==> src/rtl/reg_file_readout_if.sv <==
// Bus bundle for reg_file_readout: readout request, register-file read port and output stream.
// The out_parity signal exists only when READOUT_PARITY_EN is defined.
interface reg_file_readout_if #(
  parameter int PW = 3
);
  logic          start;
  logic [PW-1:0] base_addr;
  logic [PW:0]   len;
  logic          busy;
  logic [PW:0]   rd_addr;
  logic [7:0]    rd_data;
  logic          out_valid;
  logic          out_ready;
  logic [7:0]    out_data;
  logic [PW-1:0] out_addr;
  logic          out_last;
  logic          done;
`ifdef READOUT_PARITY_EN
  logic          out_parity;

  modport master (
    input  start, base_addr, len, rd_data, out_ready,
    output busy, rd_addr, out_valid, out_data, out_addr, out_last, done, out_parity
  );

  modport slave (
    output start, base_addr, len, rd_data, out_ready,
    input  busy, rd_addr, out_valid, out_data, out_addr, out_last, done, out_parity
  );
`else
  modport master (
    input  start, base_addr, len, rd_data, out_ready,
    output busy, rd_addr, out_valid, out_data, out_addr, out_last, done
  );

  modport slave (
    output start, base_addr, len, rd_data, out_ready,
    input  busy, rd_addr, out_valid, out_data, out_addr, out_last, done
  );
`endif
endinterface

==> src/rtl/reg_file_readout.sv <==
// Sequential read-back engine: walks a wrapping range of the 8-bit register file and streams each
// byte with its index and a last flag. Define READOUT_PARITY_EN to add a registered out_parity.
module reg_file_readout #(
  parameter int PW = 3
) (
  input  logic               clk,
  input  logic               rst_n,
  reg_file_readout_if.master bus
);

  typedef enum logic [1:0] {
    IDLE  = 2'd0,
    FETCH = 2'd1,
    HOLD  = 2'd2
  } state_t;

  localparam logic [PW:0]   DEPTH   = {1'b1, {PW{1'b0}}};
  localparam logic [PW:0]   REM_ONE = (PW+1)'(1'b1);
  localparam logic [PW-1:0] PTR_ONE = PW'(1'b1);

  state_t        r_state;
  logic [PW-1:0] r_ptr;
  logic [PW:0]   r_rem;
  logic          r_busy;
  logic          r_out_valid;
  logic          r_out_last;
  logic          r_done;
  logic [7:0]    r_out_data;
  logic [PW-1:0] r_out_addr;
  logic [PW:0]   r_rd_addr;
  logic [PW:0]   w_len_clamped;
  logic [PW-1:0] w_ptr_next;
  logic          w_accept;

`ifdef READOUT_PARITY_EN
  logic r_out_parity;

  function automatic logic f_even_parity(input logic [7:0] data);
    return ^data;
  endfunction
`endif

  // Cap the request at the file depth so each entry is read at most once per readout.
  always_comb begin
    w_len_clamped = bus.len;
    if (bus.len > DEPTH) begin
      w_len_clamped = DEPTH;
    end else begin
      w_len_clamped = bus.len;
    end
  end

  assign w_ptr_next = r_ptr + PTR_ONE;
  assign w_accept   = r_out_valid && bus.out_ready;

  // Readout FSM: IDLE waits for a request, FETCH captures rd_data, HOLD waits for acceptance.
  always_ff @(posedge clk or negedge rst_n) begin
    if (!rst_n) begin
      r_state     <= IDLE;
      r_ptr       <= {PW{1'b0}};
      r_rem       <= {(PW+1){1'b0}};
      r_busy      <= 1'b0;
      r_out_valid <= 1'b0;
      r_out_last  <= 1'b0;
      r_done      <= 1'b0;
      r_out_data  <= 8'h00;
      r_out_addr  <= {PW{1'b0}};
      r_rd_addr   <= {(PW+1){1'b0}};
`ifdef READOUT_PARITY_EN
      r_out_parity <= 1'b0;
`endif
    end else begin
      r_done <= 1'b0;
      case (r_state)
        IDLE: begin
          // A start coinciding with the done pulse is dropped.
          if (bus.start && (bus.len != {(PW+1){1'b0}}) && !r_done) begin
            r_ptr     <= bus.base_addr;
            r_rem     <= w_len_clamped;
            r_rd_addr <= {1'b0, bus.base_addr};
            r_busy    <= 1'b1;
            r_state   <= FETCH;
          end
        end
        FETCH: begin
          r_out_data  <= bus.rd_data;
          r_out_addr  <= r_ptr;
          r_out_last  <= (r_rem == REM_ONE);
          r_out_valid <= 1'b1;
`ifdef READOUT_PARITY_EN
          r_out_parity <= f_even_parity(bus.rd_data);
`endif
          r_state     <= HOLD;
        end
        HOLD: begin
          if (w_accept) begin
            r_out_valid <= 1'b0;
            if (r_rem == REM_ONE) begin
              r_out_last <= 1'b0;
              r_busy     <= 1'b0;
              r_done     <= 1'b1;
              r_state    <= IDLE;
            end else begin
              r_ptr     <= w_ptr_next;
              r_rem     <= r_rem - REM_ONE;
              r_rd_addr <= {1'b0, w_ptr_next};
              r_state   <= FETCH;
            end
          end
        end
        default: begin
          r_state <= IDLE;
        end
      endcase
    end
  end

  assign bus.busy      = r_busy;
  assign bus.rd_addr   = r_rd_addr;
  assign bus.out_valid = r_out_valid;
  assign bus.out_data  = r_out_data;
  assign bus.out_addr  = r_out_addr;
  assign bus.out_last  = r_out_last;
  assign bus.done      = r_done;
`ifdef READOUT_PARITY_EN
  assign bus.out_parity = r_out_parity;
`endif

endmodule
==> src/flat_wrapper.sv <==
// flat-port wrapper written by rule: the top's interface ports become plain ports
module reg_file_readout_flat 
#(
  parameter int PW = 3
)
  (clk, rst_n, bus_start, bus_base_addr, bus_len, bus_rd_data, bus_out_ready, bus_busy, bus_rd_addr, bus_out_valid, bus_out_data, bus_out_addr, bus_out_last, bus_done);
  reg_file_readout_if #(.PW(PW)) bus_i ();
  input  logic clk;
  input  logic rst_n;
  input wire logic [$bits(bus_i.start)-1:0] bus_start;
  input wire logic [$bits(bus_i.base_addr)-1:0] bus_base_addr;
  input wire logic [$bits(bus_i.len)-1:0] bus_len;
  input wire logic [$bits(bus_i.rd_data)-1:0] bus_rd_data;
  input wire logic [$bits(bus_i.out_ready)-1:0] bus_out_ready;
  output wire logic [$bits(bus_i.busy)-1:0] bus_busy;
  output wire logic [$bits(bus_i.rd_addr)-1:0] bus_rd_addr;
  output wire logic [$bits(bus_i.out_valid)-1:0] bus_out_valid;
  output wire logic [$bits(bus_i.out_data)-1:0] bus_out_data;
  output wire logic [$bits(bus_i.out_addr)-1:0] bus_out_addr;
  output wire logic [$bits(bus_i.out_last)-1:0] bus_out_last;
  output wire logic [$bits(bus_i.done)-1:0] bus_done;
  assign bus_i.start = bus_start;
  assign bus_i.base_addr = bus_base_addr;
  assign bus_i.len = bus_len;
  assign bus_i.rd_data = bus_rd_data;
  assign bus_i.out_ready = bus_out_ready;
  assign bus_busy = bus_i.busy;
  assign bus_rd_addr = bus_i.rd_addr;
  assign bus_out_valid = bus_i.out_valid;
  assign bus_out_data = bus_i.out_data;
  assign bus_out_addr = bus_i.out_addr;
  assign bus_out_last = bus_i.out_last;
  assign bus_done = bus_i.done;
  reg_file_readout #(.PW(PW)) u_core (.clk(clk), .rst_n(rst_n), .bus(bus_i));
endmodule
==> config.mk <==
export PLATFORM = sky130hd
export DESIGN_NAME = reg_file_readout_flat
export DESIGN_NICKNAME = d
export VERILOG_FILES = /design/src/rtl/reg_file_readout_if.sv /design/src/rtl/reg_file_readout.sv /design/src/flat_wrapper.sv
export SDC_FILE = /design/constraint.sdc
export NUM_CORES = 1
export LEC_CHECK = 0
export ABC_AREA = 0
export BUFFER_PORTS_ARGS = -buffer_cell sky130_fd_sc_hd__buf_2
export CAP_MARGIN = 20
export CORE_AREA = 3 3 83 54
export CTS_BUF_LIST = sky130_fd_sc_hd__clkbuf_8
export CTS_CLUSTER_SIZE = 20
export DETAILED_ROUTE_END_ITERATION = 10
export DIE_AREA = 0 0 86 57
export GPL_ROUTABILITY_DRIVEN = 1
export GPL_TIMING_DRIVEN = 0
export HOLD_SLACK_MARGIN = 0.12
export PLACE_DENSITY = 0.49
export SLEW_MARGIN = 5
export SYNTH_ARGS = -nofsm -noshare
export SYNTH_HDL_FRONTEND = slang
export SYNTH_SLANG_ARGS = --single-unit
export TNS_END_PERCENT = 1
==> constraint.sdc <==
create_clock -name clk -period 2 [get_ports clk]
set_input_delay 0.1 -clock clk [delete_from_list [all_inputs] [get_ports clk]]
set_output_delay 0.1 -clock clk [all_outputs]
set_load 0.02 [all_outputs]
==> impl_summary.log <==
[metrics] family of cells with the greatest summed delay on the critical path: buffers and inverters
[metrics] data arrival time of the critical path: 1.94 ns
[metrics] Worst path slowest cell: sky130_fd_sc_hd__clkbuf_1
[metrics] largest cells by area after synthesis: sky130_fd_sc_hd__dfrtp_1, sky130_fd_sc_hd__mux2_2, sky130_fd_sc_hd__a21oi_1, sky130_fd_sc_hd__a31oi_1, sky130_fd_sc_hd__ha_1
[metrics] total iterations of the first detailed-routing run: 3
[metrics] Buffers on Ports: 36
[metrics] standard cell area after detailed placement: 1390 um^2
[metrics] count of unique library cells instantiated by Yosys: 29
[metrics] Filler cells: 376
[metrics] ANT nets after route: 0
[metrics] clock latency at the later pin of the worst-skew pair: 0.26 ns
[metrics] number of core rows: 17
[metrics] end-of-flow core utilization: 41.8%
[metrics] CTS buffer count: 3
[metrics] worst clock skew: 0.00437 ns
[metrics] area growth from synthesis to layout: 33.3%
[metrics] wire length per cell after detailed routing: 12.9 um
[metrics] synth warn: 0
[metrics] fraction of layout instances using a drive strength above 1: 39.7%
[metrics] fin crit period: 1.79 ns
[metrics] cell type contributing the most total cell area after synthesis: sky130_fd_sc_hd__dfrtp_1
[metrics] setup TNS: 0 ns
[metrics] number of global-route vias before repair: 918
[metrics] total of flip-flops plus latches after synthesis: 24
[metrics] number of hold buffers added after cts: 9
[metrics] type of destination of the critical path: flip-flop
[metrics] worst slack at placement: 0.181 ns
[metrics] FMAX: 0.558 GHz
[metrics] DRC marker count from the first detailed-route iteration: 15
[metrics] share of synthesized area occupied by flip-flops and latches: 52.1%
[metrics] outcome: complete, no violations
[metrics] count of cells along the worst register-to-register path: 4
[metrics] number of nets at the end of the flow: 174
[metrics] share of the clock period used by the worst path after layout: 89.6%
[metrics] DRC violations left: 0
[metrics] Total GRT Usage: 11.1%
[metrics] post-route setup slack: 0.208 ns
[metrics] wire length of the first global-routing pass: 4310 um
[metrics] number of failing hold endpoints at the final stage: 0
[metrics] power per standard cell area: 560 nW/um^2
[metrics] setup repair after global routing missed its margin: no
[metrics] CP max stage delay: 0.47 ns
[metrics] total vias in the final route: 924
[metrics] most common flop cell mapped by yosys: sky130_fd_sc_hd__dfrtp_1
[metrics] number of synthesized flops with an enable pin: 0
[metrics] worst-path maximum fanout: 10
[metrics] Via density: 4.67
[metrics] number of antenna violations at the first check in global routing: 0
[metrics] HPWL after detailed placement: 1920 um
[metrics] effective utilization at floorplan: 31.3%
[metrics] maximum vdd drop: 0.000201 V
[metrics] Post-Layout Inst Area: 1540 um^2
[metrics] number of standard cells after synthesis: 102
[metrics] Setup Viol. Count Final: 0
[metrics] register-to-register setup slack: 0.21 ns
[metrics] count of pins over their slew limit: 0
[metrics] total congestion overflow: 0
[metrics] htree depth: 1
[metrics] number of post-CTS setup repair buffers: 0
[metrics] register area: 601 um^2
[metrics] relative slew slack: 62.9%
[metrics] crit path launch type: flip-flop
[metrics] start point of the critical path: u_core.r_state[1]
[metrics] largest net degree at the start of global routing: 25
[metrics] reg-to-reg critical path endpoint: u_core.bus.out_data[3]
[metrics] Num Clock Sinks: 24
[metrics] Least-Margin Pin Slew: 0.556 ns
[metrics] final RePlAce weighted congestion: 0.695
[metrics] Die W: 86 um
[metrics] area of the die: 4900 um^2
[metrics] Req. time, crit path: 2.15 ns
[metrics] Inserted Diodes: 0
[metrics] buffer type at the clock tree root: sky130_fd_sc_hd__clkbuf_8
[metrics] Synth Area per Inst: 11.3 um^2
[metrics] clock input transition at the sequential cells of the worst setup and hold paths: 0.08 ns
[metrics] fraction of registers with async set/reset: 100%
[metrics] core box area: 3680 um^2
[metrics] critical setup path kind: flip-flop to flip-flop
[metrics] number of buffer and inverter stages on the critical path: 2
[metrics] Net Count, Synth: 124
[metrics] reg-to-reg critical path startpoint: u_core.r_state[1]
[metrics] PostCTS Resize Cnt: 0
[metrics] area share of the leading cell type in the synthesized netlist: 52.1%
[metrics] Final Non-Filler Cells: 198
[metrics] worst-path cell chain: buf_2 -> nor2b_1 -> clkbuf_1 -> mux2_2
[metrics] multi-input gate area in the final layout: 498 um^2
[metrics] stages on the worst setup path: 4
[metrics] Syn Std Cell Area: 1150 um^2
[metrics] Longest Clk Path Bufs: 2
[metrics] start point of the worst hold path: bus_out_ready
[metrics] critical path capture point: u_core.bus.out_data[3]
[metrics] placed cells: 185
[metrics] min-delay worst type: input pin to flip-flop
[metrics] I/O pin count: 38
[metrics] P_leak: 0.823 nW
[metrics] WL final: 2550 um
[metrics] reported max-cap violation count: 0
[metrics] y dimension of the die: 57 um
[metrics] clock tree from TritonCTS: built
## logic make-up after synthesis
kind of cell               count (synthesis)  synth area share, %
and+or+nand+nor                           27                 13.4
DFF                                       24                 52.1
AOI/OAI and AO/OA                         22                 12.1
muxes                                     14                 14.2
buffers and inverters                     11                 4.67
adders and majority gates                  3                 3.26
other                                      1                0.325
## synthesized netlist by cell type, types with 3 or more instances
| cell type | instances |
|---|---|
| sky130_fd_sc_hd__mux2_2 | 11 |
| sky130_fd_sc_hd__nand3_1 | 4 |
| sky130_fd_sc_hd__nor2_1 | 5 |
| sky130_fd_sc_hd__inv_1 | 6 |
| sky130_fd_sc_hd__o21ai_0 | 3 |
| sky130_fd_sc_hd__nand2_1 | 7 |
| sky130_fd_sc_hd__dfrtp_1 | 24 |
| sky130_fd_sc_hd__a21oi_1 | 8 |
| sky130_fd_sc_hd__nand2b_1 | 4 |
| sky130_fd_sc_hd__ha_1 | 3 |
| sky130_fd_sc_hd__a31oi_1 | 6 |
## metal layers
layer	share of wire, %	track usage (%)	up-vias
li1	-	-	454
met4	1.1	3.39	0
met1	50	15.6	451
met5	0	0	-
met3	4.9	3.32	2
met2	44	16.4	17
## state kept, by name, summed over array words and instances, names as in the netlist
signal                flops
u_core.r_state            2
u_core.bus.busy           1
u_core.bus.out_valid      1
u_core.bus.out_data       8
u_core.bus.out_addr       3
u_core.r_rem              4
u_core.bus.out_last       1
u_core.bus.rd_addr        3
u_core.bus.done           1
## report_power, final
part / switching, mW / internal [mW] / leakage (nW)
Sequential: 0 / 0.485 / 0.320
Combinational: 0.0211 / 0.0264 / 0.474
Clock: 0.152 / 0.176 / 0.0288
Total: 0.173 / 0.687 / 0.823
## area by class of cell
class / instances / share of cell area, %
clock buffers: 4 / 3.58
multi-input cells: 67 / 32.4
repair buffers: 45 / 17.6
plain buffers: 5 / 2.04
inverters: 6 / 1.47
flip-flops and latches: 24 / 39.1
well taps: 47 / 3.83
## worst min-delay path by stage
stage	slack (ns)	cells past startpoint	to
after floorplan	-0.20	0	u_core.bus.busy
final	0.13	3	u_core.bus.done
after detailed placement	0.12	1	u_core.r_rem[1]
after CTS	0.12	3	u_core.bus.done
after global routing	0.13	3	u_core.bus.done
after global placement	0.12	1	u_core.r_rem[1]
## metrics by stage
step,hold WS [ns],power (mW)
2_1_floorplan,-0.196,0.500
3_3_place_gp,0.123,0.529
3_5_place_dp,0.121,0.529
4_1_cts,0.122,0.877
5_1_grt,0.131,0.898
6_report,0.130,0.860
## cell usage in the layout, fill, tap and decap left out, types with 4 or more instances in the layout
cell type,count
sky130_fd_sc_hd__a21oi_1,8
sky130_fd_sc_hd__clkbuf_8,4
sky130_fd_sc_hd__nand2b_1,4
sky130_fd_sc_hd__dlygate4sd3_1,9
sky130_fd_sc_hd__mux2_2,11
sky130_fd_sc_hd__nand2_1,7
sky130_fd_sc_hd__inv_1,6
sky130_fd_sc_hd__nand3_1,4
sky130_fd_sc_hd__buf_2,37
sky130_fd_sc_hd__nor2_1,5
sky130_fd_sc_hd__a31oi_1,6
sky130_fd_sc_hd__dfrtp_1,24
## tightest hold or removal path, stage by stage
cell                      delay, ns
sky130_fd_sc_hd__buf_2         0.12
sky130_fd_sc_hd__nand3_1       0.08
sky130_fd_sc_hd__nor2_1        0.06
Note: power is estimated with default switching activity, not from simulation.
